==> config.mk <==
export PLATFORM = sky130hd
export DESIGN_NAME = jb_iq_power_meter_flat
export DESIGN_NICKNAME = d
export VERILOG_FILES = /design/src/rtl/jb_iq_meas_pkg.sv /design/src/rtl/jb_axi4_stream_if.sv /design/src/rtl/jb_iq_pwr_calc.sv /design/src/rtl/jb_iq_power_meter.sv /design/src/flat_wrapper.sv
export SDC_FILE = /design/constraint.sdc
export NUM_CORES = 2
export LEC_CHECK = 0
export CAP_MARGIN = 30
export CELL_PAD_IN_SITES_DETAIL_PLACEMENT = 0
export CELL_PAD_IN_SITES_GLOBAL_PLACEMENT = 2
export CORE_MARGIN = 2
export CORE_UTILIZATION = 40
export DETAILED_ROUTE_END_ITERATION = 6
export GPL_TIMING_DRIVEN = 0
export PLACE_DENSITY_LB_ADDON = 0.15
export RECOVER_POWER = 25
export SYNTH_ARGS = -nofsm -noshare
export SYNTH_HDL_FRONTEND = slang
export SYNTH_HIERARCHICAL = 1
export SYNTH_SLANG_ARGS = --single-unit
==> constraint.sdc <==
create_clock -name clk -period 6.9 [get_ports clk]
set_input_delay 1.035 -clock clk [delete_from_list [all_inputs] [get_ports clk]]
set_output_delay 1.035 -clock clk [all_outputs]
set_load 0.02 [all_outputs]
==> src/rtl/jb_iq_meas_pkg.sv <==
// Shared types and width helpers for the IQ power meter.
package jb_iq_meas_pkg;

    typedef enum logic [1:0] {
        IDLE,
        ARM,
        ACCUM
    } meas_state_t;

    function automatic int unsigned pwr_w(input int unsigned precision);
        return 2 * precision + 1;
    endfunction

    // Accumulator holds a full window of max-power samples without overflow.
    function automatic int unsigned acc_w(input int unsigned precision,
                                          input int unsigned log2_win);
        return pwr_w(precision) + log2_win;
    endfunction

endpackage

==> src/rtl/jb_axi4_stream_if.sv <==
// Minimal AXI4-Stream bundle used between DFE blocks.
interface jb_axi4_stream_if #(
    parameter int unsigned DATA_W = 32,
    parameter int unsigned USER_W = 2
);
    logic [DATA_W-1:0]   tdata;
    logic                tvalid;
    logic                tready;
    logic                tlast;
    logic [USER_W-1:0]   tuser;
    logic [DATA_W/8-1:0] tkeep;

    modport master (output tdata, output tvalid, output tlast, output tuser, output tkeep,
                    input tready);
    modport slave  (input tdata, input tvalid, input tlast, input tuser, input tkeep,
                    output tready);
endinterface

==> src/rtl/jb_iq_pwr_calc.sv <==
// Three-stage I^2+Q^2 pipeline with valid/last/clip side-band delayed alongside.
module jb_iq_pwr_calc
    import jb_iq_meas_pkg::*;
#(
    parameter int unsigned PRECISION = 16
) (
    input  logic                          clk_i,
    input  logic                          rst_ni,
    input  logic                          en_i,
    input  logic [PRECISION-1:0]          i_i,
    input  logic [PRECISION-1:0]          q_i,
    input  logic                          valid_i,
    input  logic                          last_i,
    output logic [pwr_w(PRECISION)-1:0]   p_o,
    output logic                          valid_o,
    output logic                          last_o,
    output logic                          clip_o
);

    localparam int unsigned SqW = 2 * PRECISION;
    localparam int unsigned PW  = pwr_w(PRECISION);
    localparam logic [PRECISION-1:0] MaxV = {1'b0, {(PRECISION-1){1'b1}}};
    localparam logic [PRECISION-1:0] MinV = {1'b1, {(PRECISION-1){1'b0}}};

    logic signed [PRECISION-1:0] i_q, q_q;
    logic                        v1_q, l1_q, c1_q;
    logic signed [SqW-1:0]       ii_q, qq_q;
    logic                        v2_q, l2_q, c2_q;
    logic [PW-1:0]               p_q;
    logic                        v3_q, l3_q, c3_q;

    logic                        c1_d;
    logic signed [SqW-1:0]       ii_d, qq_d;
    logic [PW-1:0]               p_d;

    always_comb begin
        c1_d = (i_i == MaxV) || (i_i == MinV) || (q_i == MaxV) || (q_i == MinV);
        ii_d = SqW'(i_q) * SqW'(i_q);
        qq_d = SqW'(q_q) * SqW'(q_q);
        // Squares are non-negative, so zero extension is exact.
        p_d  = {1'b0, ii_q} + {1'b0, qq_q};
    end

    always_ff @(posedge clk_i) begin
        if (!rst_ni) begin
            i_q  <= '0;
            q_q  <= '0;
            v1_q <= 1'b0;
            l1_q <= 1'b0;
            c1_q <= 1'b0;
            ii_q <= '0;
            qq_q <= '0;
            v2_q <= 1'b0;
            l2_q <= 1'b0;
            c2_q <= 1'b0;
            p_q  <= '0;
            v3_q <= 1'b0;
            l3_q <= 1'b0;
            c3_q <= 1'b0;
        end else if (en_i) begin
            i_q  <= i_i;
            q_q  <= q_i;
            v1_q <= valid_i;
            l1_q <= last_i;
            c1_q <= c1_d;
            ii_q <= ii_d;
            qq_q <= qq_d;
            v2_q <= v1_q;
            l2_q <= l1_q;
            c2_q <= c1_q;
            p_q  <= p_d;
            v3_q <= v2_q;
            l3_q <= l2_q;
            c3_q <= c2_q;
        end
    end

    assign p_o     = p_q;
    assign valid_o = v3_q;
    assign last_o  = l3_q;
    assign clip_o  = c3_q;

endmodule

==> src/rtl/jb_iq_power_meter.sv <==
// IQ pass-through with windowed mean power, peak power and clip-count measurement.
module jb_iq_power_meter
    import jb_iq_meas_pkg::*;
#(
    parameter int unsigned PRECISION  = 16,
    parameter int unsigned USR_ID_BW  = 2,
    parameter int unsigned LOG2_WIN   = 10,
    parameter int unsigned SYNC_TLAST = 0
) (
    input  logic                        clk,
    input  logic                        resetn,
    input  logic                        clk_en,
    input  logic                        meas_en,
    jb_axi4_stream_if.slave             IFP_dfe_in,
    jb_axi4_stream_if.master            IFP_dfe_out,
    output logic                        meas_valid,
    output logic [pwr_w(PRECISION)-1:0] pwr_avg,
    output logic [pwr_w(PRECISION)-1:0] pwr_peak,
    output logic [LOG2_WIN:0]           clip_cnt
);

    localparam int unsigned PW = pwr_w(PRECISION);
    localparam int unsigned AW = acc_w(PRECISION, LOG2_WIN);
    localparam int unsigned DW = 2 * PRECISION;

    logic [DW-1:0]        tdata_q;
    logic                 tvalid_q, tlast_q;
    logic [USR_ID_BW-1:0] tuser_q;

    logic [PW-1:0]        e3_p;
    logic                 e3_valid, e3_last, e3_clip;

    meas_state_t          state_q, state_d;
    logic                 accum_en;

    logic [AW-1:0]        acc_q, acc_d, acc_base;
    logic [PW-1:0]        peak_q, peak_d, peak_base;
    logic [LOG2_WIN:0]    clip_q, clip_d, clip_base;
    logic [LOG2_WIN-1:0]  cnt_q, cnt_d;
    logic                 done_q, done_d;
    logic                 mv_q, mv_d;
    logic [PW-1:0]        avg_q, avg_d, rpeak_q, rpeak_d;
    logic [LOG2_WIN:0]    rclip_q, rclip_d;

    always_ff @(posedge clk) begin
        if (!resetn) begin
            tdata_q  <= '0;
            tvalid_q <= 1'b0;
            tlast_q  <= 1'b0;
            tuser_q  <= '0;
        end else if (clk_en) begin
            tdata_q  <= IFP_dfe_in.tdata[DW-1:0];
            tvalid_q <= IFP_dfe_in.tvalid;
            tlast_q  <= IFP_dfe_in.tlast;
            tuser_q  <= IFP_dfe_in.tuser;
        end
    end

    assign IFP_dfe_in.tready  = 1'b1;
    assign IFP_dfe_out.tdata  = tdata_q;
    assign IFP_dfe_out.tvalid = tvalid_q;
    assign IFP_dfe_out.tlast  = tlast_q;
    assign IFP_dfe_out.tuser  = tuser_q;
    assign IFP_dfe_out.tkeep  = '1;

    jb_iq_pwr_calc #(
        .PRECISION (PRECISION)
    ) u_pwr_calc (
        .clk_i   (clk),
        .rst_ni  (resetn),
        .en_i    (clk_en),
        .i_i     (IFP_dfe_in.tdata[PRECISION-1:0]),
        .q_i     (IFP_dfe_in.tdata[DW-1:PRECISION]),
        .valid_i (IFP_dfe_in.tvalid),
        .last_i  (IFP_dfe_in.tlast),
        .p_o     (e3_p),
        .valid_o (e3_valid),
        .last_o  (e3_last),
        .clip_o  (e3_clip)
    );

    always_ff @(posedge clk) begin
        if (!resetn) begin
            state_q <= IDLE;
        end else if (clk_en) begin
            state_q <= state_d;
        end
    end

    always_comb begin
        state_d = state_q;
        unique case (state_q)
            IDLE: begin
                if (meas_en) begin
                    state_d = (SYNC_TLAST != 0) ? ARM : ACCUM;
                end
            end
            ARM: begin
                if (!meas_en) begin
                    state_d = IDLE;
                end else if (e3_valid && e3_last) begin
                    state_d = ACCUM;
                end
            end
            ACCUM: begin
                if (!meas_en) begin
                    state_d = IDLE;
                end
            end
            default: state_d = IDLE;
        endcase
    end

    // Abort has priority: dropping meas_en kills an in-flight result.
    always_comb begin
        accum_en = (state_q == ACCUM) && meas_en;
    end

    always_comb begin
        acc_d   = acc_q;
        peak_d  = peak_q;
        clip_d  = clip_q;
        cnt_d   = cnt_q;
        done_d  = 1'b0;
        mv_d    = 1'b0;
        avg_d   = avg_q;
        rpeak_d = rpeak_q;
        rclip_d = rclip_q;
        // A completed window restarts from zero in the same cycle it is published.
        acc_base  = done_q ? '0 : acc_q;
        peak_base = done_q ? '0 : peak_q;
        clip_base = done_q ? '0 : clip_q;
        if (!accum_en) begin
            acc_d  = '0;
            peak_d = '0;
            clip_d = '0;
            cnt_d  = '0;
        end else begin
            if (done_q) begin
                mv_d    = 1'b1;
                avg_d   = PW'(acc_q >> LOG2_WIN);
                rpeak_d = peak_q;
                rclip_d = clip_q;
            end
            acc_d  = acc_base;
            peak_d = peak_base;
            clip_d = clip_base;
            if (e3_valid) begin
                acc_d  = acc_base + AW'(e3_p);
                peak_d = (e3_p > peak_base) ? e3_p : peak_base;
                clip_d = clip_base + {{LOG2_WIN{1'b0}}, e3_clip};
                cnt_d  = cnt_q + LOG2_WIN'(1);
                done_d = (cnt_q == '1);
            end
        end
    end

    always_ff @(posedge clk) begin
        if (!resetn) begin
            acc_q   <= '0;
            peak_q  <= '0;
            clip_q  <= '0;
            cnt_q   <= '0;
            done_q  <= 1'b0;
            mv_q    <= 1'b0;
            avg_q   <= '0;
            rpeak_q <= '0;
            rclip_q <= '0;
        end else if (clk_en) begin
            acc_q   <= acc_d;
            peak_q  <= peak_d;
            clip_q  <= clip_d;
            cnt_q   <= cnt_d;
            done_q  <= done_d;
            mv_q    <= mv_d;
            avg_q   <= avg_d;
            rpeak_q <= rpeak_d;
            rclip_q <= rclip_d;
        end
    end

    assign meas_valid = mv_q;
    assign pwr_avg    = avg_q;
    assign pwr_peak   = rpeak_q;
    assign clip_cnt   = rclip_q;

endmodule

==> src/flat_wrapper.sv <==
// flat-port wrapper written by rule: the top's interface ports become plain ports
module jb_iq_power_meter_flat import jb_iq_meas_pkg::*;
#(
    parameter int unsigned PRECISION  = 16,
    parameter int unsigned USR_ID_BW  = 2,
    parameter int unsigned LOG2_WIN   = 10,
    parameter int unsigned SYNC_TLAST = 0
)
  (clk, resetn, clk_en, meas_en, meas_valid, pwr_avg, pwr_peak, clip_cnt, IFP_dfe_in_tdata, IFP_dfe_in_tvalid, IFP_dfe_in_tlast, IFP_dfe_in_tuser, IFP_dfe_in_tkeep, IFP_dfe_in_tready, IFP_dfe_out_tdata, IFP_dfe_out_tvalid, IFP_dfe_out_tlast, IFP_dfe_out_tuser, IFP_dfe_out_tkeep, IFP_dfe_out_tready);
  jb_axi4_stream_if #(.DATA_W(32), .USER_W(2)) IFP_dfe_in_i ();
  jb_axi4_stream_if #(.DATA_W(32), .USER_W(2)) IFP_dfe_out_i ();
  input  logic clk;
  input  logic resetn;
  input  logic clk_en;
  input  logic meas_en;
  output logic meas_valid;
  output logic [pwr_w(PRECISION)-1:0] pwr_avg;
  output logic [pwr_w(PRECISION)-1:0] pwr_peak;
  output logic [LOG2_WIN:0] clip_cnt;
  input wire logic [$bits(IFP_dfe_in_i.tdata)-1:0] IFP_dfe_in_tdata;
  input wire logic [$bits(IFP_dfe_in_i.tvalid)-1:0] IFP_dfe_in_tvalid;
  input wire logic [$bits(IFP_dfe_in_i.tlast)-1:0] IFP_dfe_in_tlast;
  input wire logic [$bits(IFP_dfe_in_i.tuser)-1:0] IFP_dfe_in_tuser;
  input wire logic [$bits(IFP_dfe_in_i.tkeep)-1:0] IFP_dfe_in_tkeep;
  output wire logic [$bits(IFP_dfe_in_i.tready)-1:0] IFP_dfe_in_tready;
  output wire logic [$bits(IFP_dfe_out_i.tdata)-1:0] IFP_dfe_out_tdata;
  output wire logic [$bits(IFP_dfe_out_i.tvalid)-1:0] IFP_dfe_out_tvalid;
  output wire logic [$bits(IFP_dfe_out_i.tlast)-1:0] IFP_dfe_out_tlast;
  output wire logic [$bits(IFP_dfe_out_i.tuser)-1:0] IFP_dfe_out_tuser;
  output wire logic [$bits(IFP_dfe_out_i.tkeep)-1:0] IFP_dfe_out_tkeep;
  input wire logic [$bits(IFP_dfe_out_i.tready)-1:0] IFP_dfe_out_tready;
  assign IFP_dfe_in_i.tdata = IFP_dfe_in_tdata;
  assign IFP_dfe_in_i.tvalid = IFP_dfe_in_tvalid;
  assign IFP_dfe_in_i.tlast = IFP_dfe_in_tlast;
  assign IFP_dfe_in_i.tuser = IFP_dfe_in_tuser;
  assign IFP_dfe_in_i.tkeep = IFP_dfe_in_tkeep;
  assign IFP_dfe_in_tready = IFP_dfe_in_i.tready;
  assign IFP_dfe_out_tdata = IFP_dfe_out_i.tdata;
  assign IFP_dfe_out_tvalid = IFP_dfe_out_i.tvalid;
  assign IFP_dfe_out_tlast = IFP_dfe_out_i.tlast;
  assign IFP_dfe_out_tuser = IFP_dfe_out_i.tuser;
  assign IFP_dfe_out_tkeep = IFP_dfe_out_i.tkeep;
  assign IFP_dfe_out_i.tready = IFP_dfe_out_tready;
  jb_iq_power_meter #(.PRECISION(PRECISION), .USR_ID_BW(USR_ID_BW), .LOG2_WIN(LOG2_WIN), .SYNC_TLAST(SYNC_TLAST)) u_core (.clk(clk), .resetn(resetn), .clk_en(clk_en), .meas_en(meas_en), .IFP_dfe_in(IFP_dfe_in_i), .IFP_dfe_out(IFP_dfe_out_i), .meas_valid(meas_valid), .pwr_avg(pwr_avg), .pwr_peak(pwr_peak), .clip_cnt(clip_cnt));
endmodule
# Word-level counts from Yosys, hierarchy flattened
# Cells that the tools add are included.
# totals
wordCells	74
reg_bits	350
input_bits	45
# op_classes
n_eq_ne	11
muxes	21
reduce_logical	9
n_mul	2
n_addsub	4
n_lt_le_gt_ge	1
# ops
cell	count
$mux 33	4
$mux 43	3
$mul 16x16->32	2
$add 43x33->43	1
$add 32x32->33	1
$gt 33x33->1	1
$mux 11	3
$eq 16x15->1 const B	2
$eq 16x16->1 const B	2
$mux 10	2
$add 11x1->11	1
$add 10x1->10 const B	1
$eq 10x10->1 const B	1
$mux 2	4
$ne 2x2->1 const B	3
$pmux 2 s3	1
$mux 1	4
$reduce_and 4->1	1
$logic_or 1x1->1	3
$ne 3x2->1 const B	1
$reduce_and 3->1	1
$eq 2x1->1 const B	1
$eq 2x2->1 const B	1
$logic_and 1x1->1	2
other kinds (2)	2

# Longest topological paths before layout
# depth
depth_word	5
depth_mapped	26
mapped_depth_nobuf	24

# By module
# The synthesis kept the hierarchy.
# by_module_without_submodules
module	area_per_inst_um2	instances	seq_area_each_um2	cells_per_inst
jb_iq_pwr_calc	23620.2	1	2722.6	2583
jb_iq_power_meter	11614.9	1	4264.1	1397

# Least setup slack after synthesis
# No wires, ideal clock.
# synth_path
path_type	register to register
from	reg u_core.u_pwr_calc.q_q[6]
to	reg u_core.u_pwr_calc.qq_q[30]
setup_slack_ns	0.742
stages_incl_launch_ff	23
n_path_buf	2
period_less_slack_ns	6.158
setup_time_ns	0.130
required_time_ns	6.770
arrival_time_ns	6.029
cell_sequence	dfxtp_1 clkbuf_1 clkbuf_1 nand2_1 fa_1 fa_1 fa_1 inv_1 fa_1 fa_1 inv_1 fa_1 inv_1 ha_1 nand2_1 nor2_1 a2111oi_0 a311oi_1 a311oi_2 o21ai_2 a21oi_1 mux2i_1 o22ai_1
# synth_between
elab_chain_cells	1
# synth_rtl
element	line	source
start, declared	jb_iq_pwr_calc.sv:25	logic signed [PRECISION-1:0] i_q, q_q;
start signal, assigned	jb_iq_pwr_calc.sv:62	q_q <= q_i;
$mul 16x16->32	jb_iq_pwr_calc.sv:39	qq_d = SqW'(q_q) * SqW'(q_q);
end signal, assigned	jb_iq_pwr_calc.sv:67	qq_q <= qq_d;
end, declared	jb_iq_pwr_calc.sv:27	logic signed [SqW-1:0] ii_q, qq_q;
# Every way passes these cells.
# A chain may end at the register's enable or synchronous reset.

# Worst setup path after layout
# layout_path
from	reg u_core.u_pwr_calc.q_q[14]
to	reg u_core.u_pwr_calc.qq_q[29]
# Same word-level chain as after synthesis.

==> flow_metrics.env <==
export IMPL_slew_viol_final=0
export IMPL_die_width_um=300
export IMPL_cts_buffer_depth=3
export IMPL_chipHeight_um=300
export IMPL_cts_buffers=44
export IMPL_timing_rr_start="u_core/u_pwr_calc/q_q[14]"
export IMPL_timing_setup_critical_path_class="reg2reg"
export IMPL_rsz0062_at_grt="false"
export IMPL_antenna_violations_before_repair=2
export IMPL_grt_first_pass_wirelength_um=164000
export IMPL_leakage_power_total_nw=19.3
export IMPL_hold_path_startpoint="u_core/u_pwr_calc/ii_q[31]"
export IMPL_dr_total_vias=27200
export IMPL_timing_slew_headroom_pct=35.3
export IMPL_ff2ff_setup_slack_ns=0.30
export IMPL_endpoint_kind="flip-flop"
export IMPL_setup_violations=0
export IMPL_cell_internal_pwr_mw=4.51
export IMPL_io_buffer_count=153
export IMPL_drt_vias_per_instance=5.06
export IMPL_layout_area_overhead_vs_synth_pct=13.3
export IMPL_floorplan_io_pins=164
export IMPL_syn_avg_cell_area_um2=8.85
export IMPL_initial_core_util_pct=40.4
export IMPL_placementRows=108
export IMPL_routability_congestion=0.865
export IMPL_synthesis_area_mm2=0.0351
export IMPL_timing_rr_end="u_core/u_pwr_calc/qq_q[29]"
export IMPL_wl_per_cell_um=19.5
export IMPL_finish_utilization_pct=45.8
export IMPL_seq_power_share_pct=32.2
export IMPL_grt_start_max_net_pins=13
export IMPL_max_vdd_ir_drop_v=0.000181
export IMPL_finalCriticalPeriod_ns=6.60
export IMPL_report_power_total_mw=7.13
export IMPL_die_area_mm2=0.0902
export IMPL_max_cap_violations=0
export IMPL_highest_attainable_clock_frequency_mhz=152
export IMPL_timing_final_hold_violations=0
export IMPL_clock_sink_count=346
export IMPL_synthesis_yosys_warnings=6
export IMPL_groute_layer_met3_usage_pct=2.30
export IMPL_arrival_worst_endpoint_ns=7.07
export IMPL_critPathLaunchType="flip-flop"
export IMPL_grt_overflow_total=0
export IMPL_timing_final_crit_share_pct=95.6
export IMPL_nFillCells=8847
export IMPL_n_antenna_cell=0
export IMPL_worst_hold_path_type="reg2reg"
export IMPL_sw_frac_of_total_pct=36.7
export IMPL_route_detailed_drc=0
export IMPL_rr_worst_depth=21
export IMPL_overall_routing_resource_usage_pct=23.8
export IMPL_detailedRoute_firstPassIterationCount=5
export IMPL_hpwl_reported_at_the_end_of_detailed_placement_um=86000
export IMPL_outcome="finished clean"
export IMPL_via_count_of_the_first_global_routing_pass=28200
export IMPL_tns_ns=0
export IMPL_powerDensity_mw_per_mm2=179
export IMPL_grt_busiest_layer="met2"
export IMPL_cts_max_level=2
export IMPL_drt_wl_total_um=105000
export IMPL_worst_setup_path_startpoint="u_core/u_pwr_calc/q_q[14]"
export IMPL_clock_skew_ns=0.0216
export IMPL_root_buffer="sky130_fd_sc_hd__clkbuf_16"
export IMPL_comb_power_share_pct=34.6
export IMPL_groute_layer_met2_usage_pct=42.5
export IMPL_total_switching_power_mw=2.62
export IMPL_power_clock_fraction_pct=33.2
export IMPL_tritoncts="done"
export IMPL_nets=4970
export IMPL_core_region_area_mm2=0.0869
export IMPL_worst_path_max_fanout=10
export IMPL_post_synth_inst_count=3971
export IMPL_iteration_0_drc_count_of_the_detailed_router=1280
export IMPL_endpoint="u_core/u_pwr_calc/qq_q[29]"
export IMPL_clkLatencyLatePin_ns=0.61
export IMPL_worst_setup_hold_path_clk_slew_ns=0.06
export IMPL_drt_antenna_violating_nets=0
export IMPL_worst_slew_pin_transition_ns=0.970
export IMPL_drive_above_1_share_pct=4.25
export IMPL_groute_layer_met1_usage_pct=31.0
export IMPL_timing_critical_path_required_ns=7.37
[layer usage]
layer | vias up | routed length [um]
li1 | 13200 | -
met1 | 13500 | 46000
met2 | 448 | 52800
met3 | 108 | 3540
met4 | 0 | 2390
met5 | - | 0
[placed cells by master, fill, tap and decap left out, types with 22 or more instances in the layout]
cell type                         instances
sky130_fd_sc_hd__nand3_1                 37
sky130_fd_sc_hd__a22oi_1                 24
sky130_fd_sc_hd__nand4_1                 33
sky130_fd_sc_hd__inv_1                  673
sky130_fd_sc_hd__clkbuf_16               45
sky130_fd_sc_hd__clkbuf_1               111
sky130_fd_sc_hd__a22o_1                  34
sky130_fd_sc_hd__a211oi_1                22
sky130_fd_sc_hd__buf_1                   23
sky130_fd_sc_hd__fa_1                   467
sky130_fd_sc_hd__a21boi_0                80
sky130_fd_sc_hd__nor2b_1                104
sky130_fd_sc_hd__a21oi_1                119
sky130_fd_sc_hd__clkbuf_2                32
sky130_fd_sc_hd__xnor2_1                 96
sky130_fd_sc_hd__ha_1                   271
sky130_fd_sc_hd__a21o_1                  75
sky130_fd_sc_hd__nor2_1                 252
sky130_fd_sc_hd__nand2_1                484
sky130_fd_sc_hd__xor2_1                  58
sky130_fd_sc_hd__dlygate4sd3_1          115
sky130_fd_sc_hd__o211ai_1                29
sky130_fd_sc_hd__mux2i_1                127
sky130_fd_sc_hd__o21ai_0                102
sky130_fd_sc_hd__clkdlybuf4s50_1         38
sky130_fd_sc_hd__dfxtp_1                340
sky130_fd_sc_hd__and2_1                  86
[stage by stage]
| stage | worst slack, ns | hold WS [ns] | instances | instance area [um2] |
|---|---|---|---|---|
| floorplan | 0.742 | 0.429 | 3975 | 35100 |
| global placement | -0.398 | 0.439 | 5283 | 38100 |
| global route | 0.0255 | 0.478 | 5371 | 39800 |
| CTS | 0.00576 | 0.457 | 5368 | 39700 |
| detailed placement | -0.431 | 0.448 | 5291 | 38200 |
| finish | 0.305 | 0.454 | 5371 | 39800 |
[area by class of cell]
class / instances / area (um2) / share of cell area [%]
Multi-Input combinational cell: 2774 / 25000 / 62.8
Sequential cell: 346 / 6930 / 17.4
Inverter: 677 / 2540 / 6.38
Timing Repair Buffer: 165 / 1680 / 4.23
Tap cell: 1155 / 1450 / 3.63
Clock buffer: 59 / 1250 / 3.14
Buffer: 177 / 757 / 1.90
Clock inverter: 18 / 213 / 0.534
[registers in the layout (all words and copies together) (netlist names), 10 cells and up]
signal,flops
u_core/acc_q,43
u_core/u_pwr_calc/q_q,16
u_core/clip_q,11
u_core/peak_q,33
u_core/u_pwr_calc/qq_q,31
u_core/cnt_q,10
u_core/u_pwr_calc/i_q,16
u_core/pwr_avg,33
u_core/IFP_dfe_out.tdata,32
u_core/clip_cnt,11
u_core/u_pwr_calc/ii_q,31
u_core/pwr_peak,33
u_core/u_pwr_calc/p_o,33
[power by group through the flow]
| stage | logic (mW) | registers [mW] | clock network (mW) |
|---|---|---|---|
| 2_1_floorplan | 1.80 | 2.25 | 0 |
| 3_3_place_gp | 2.47 | 2.34 | 0 |
| 3_5_place_dp | 2.48 | 2.34 | 0 |
| 4_1_cts | 2.50 | 2.29 | 2.44 |
| 5_1_grt | 2.83 | 2.31 | 2.52 |
| 6_report | 2.47 | 2.29 | 2.37 |
[critical path, cell delays in order, from the launching register on]
cell                       delay (ns)
sky130_fd_sc_hd__dfxtp_1         0.50
sky130_fd_sc_hd__clkbuf_1        0.49
sky130_fd_sc_hd__nand2_1         0.22
sky130_fd_sc_hd__fa_1            0.54
sky130_fd_sc_hd__inv_1           0.05
sky130_fd_sc_hd__fa_1            0.48
sky130_fd_sc_hd__fa_1            0.60
sky130_fd_sc_hd__fa_1            0.44
sky130_fd_sc_hd__fa_1            0.49
sky130_fd_sc_hd__inv_1           0.05
sky130_fd_sc_hd__fa_1            0.47
sky130_fd_sc_hd__inv_1           0.04
sky130_fd_sc_hd__ha_1            0.37
sky130_fd_sc_hd__nor4_1          0.32
sky130_fd_sc_hd__a211oi_1        0.12
sky130_fd_sc_hd__and3_1          0.20
sky130_fd_sc_hd__a21oi_1         0.10
sky130_fd_sc_hd__a21boi_1        0.32
sky130_fd_sc_hd__o21ai_1         0.18
sky130_fd_sc_hd__a31oi_1         0.22
sky130_fd_sc_hd__xor2_1          0.17
sky130_fd_sc_hd__o21ai_0         0.08
[timing repair]
| item | CTS | global route |
|---|---|---|
| hold buffers | 0 | 0 |
| setup buffers | 0 | 3 |
| pin swaps | 0 | 2 |
| endpoints found under the setup margin | 12 | 16 |
| gates resized for setup | 16 | 49 |
[how the worst min path moves through the flow]
| stage | to | slack [ns] | cells past startpoint |
|---|---|---|---|
| 2_1_floorplan | u_core/u_pwr_calc/qq_q[17] | 0.43 | 2 |
| 3_3_place_gp | u_core/u_pwr_calc/qq_q[28] | 0.44 | 2 |
| 3_5_place_dp | u_core/u_pwr_calc/ii_q[31] | 0.45 | 2 |
| 4_1_cts | u_core/u_pwr_calc/ii_q[31] | 0.46 | 2 |
| 5_1_grt | u_core/pwr_avg[24] | 0.48 | 2 |
| 6_report | u_core/u_pwr_calc/ii_q[31] | 0.45 | 2 |
Note: power is estimated with default switching activity, not from simulation.
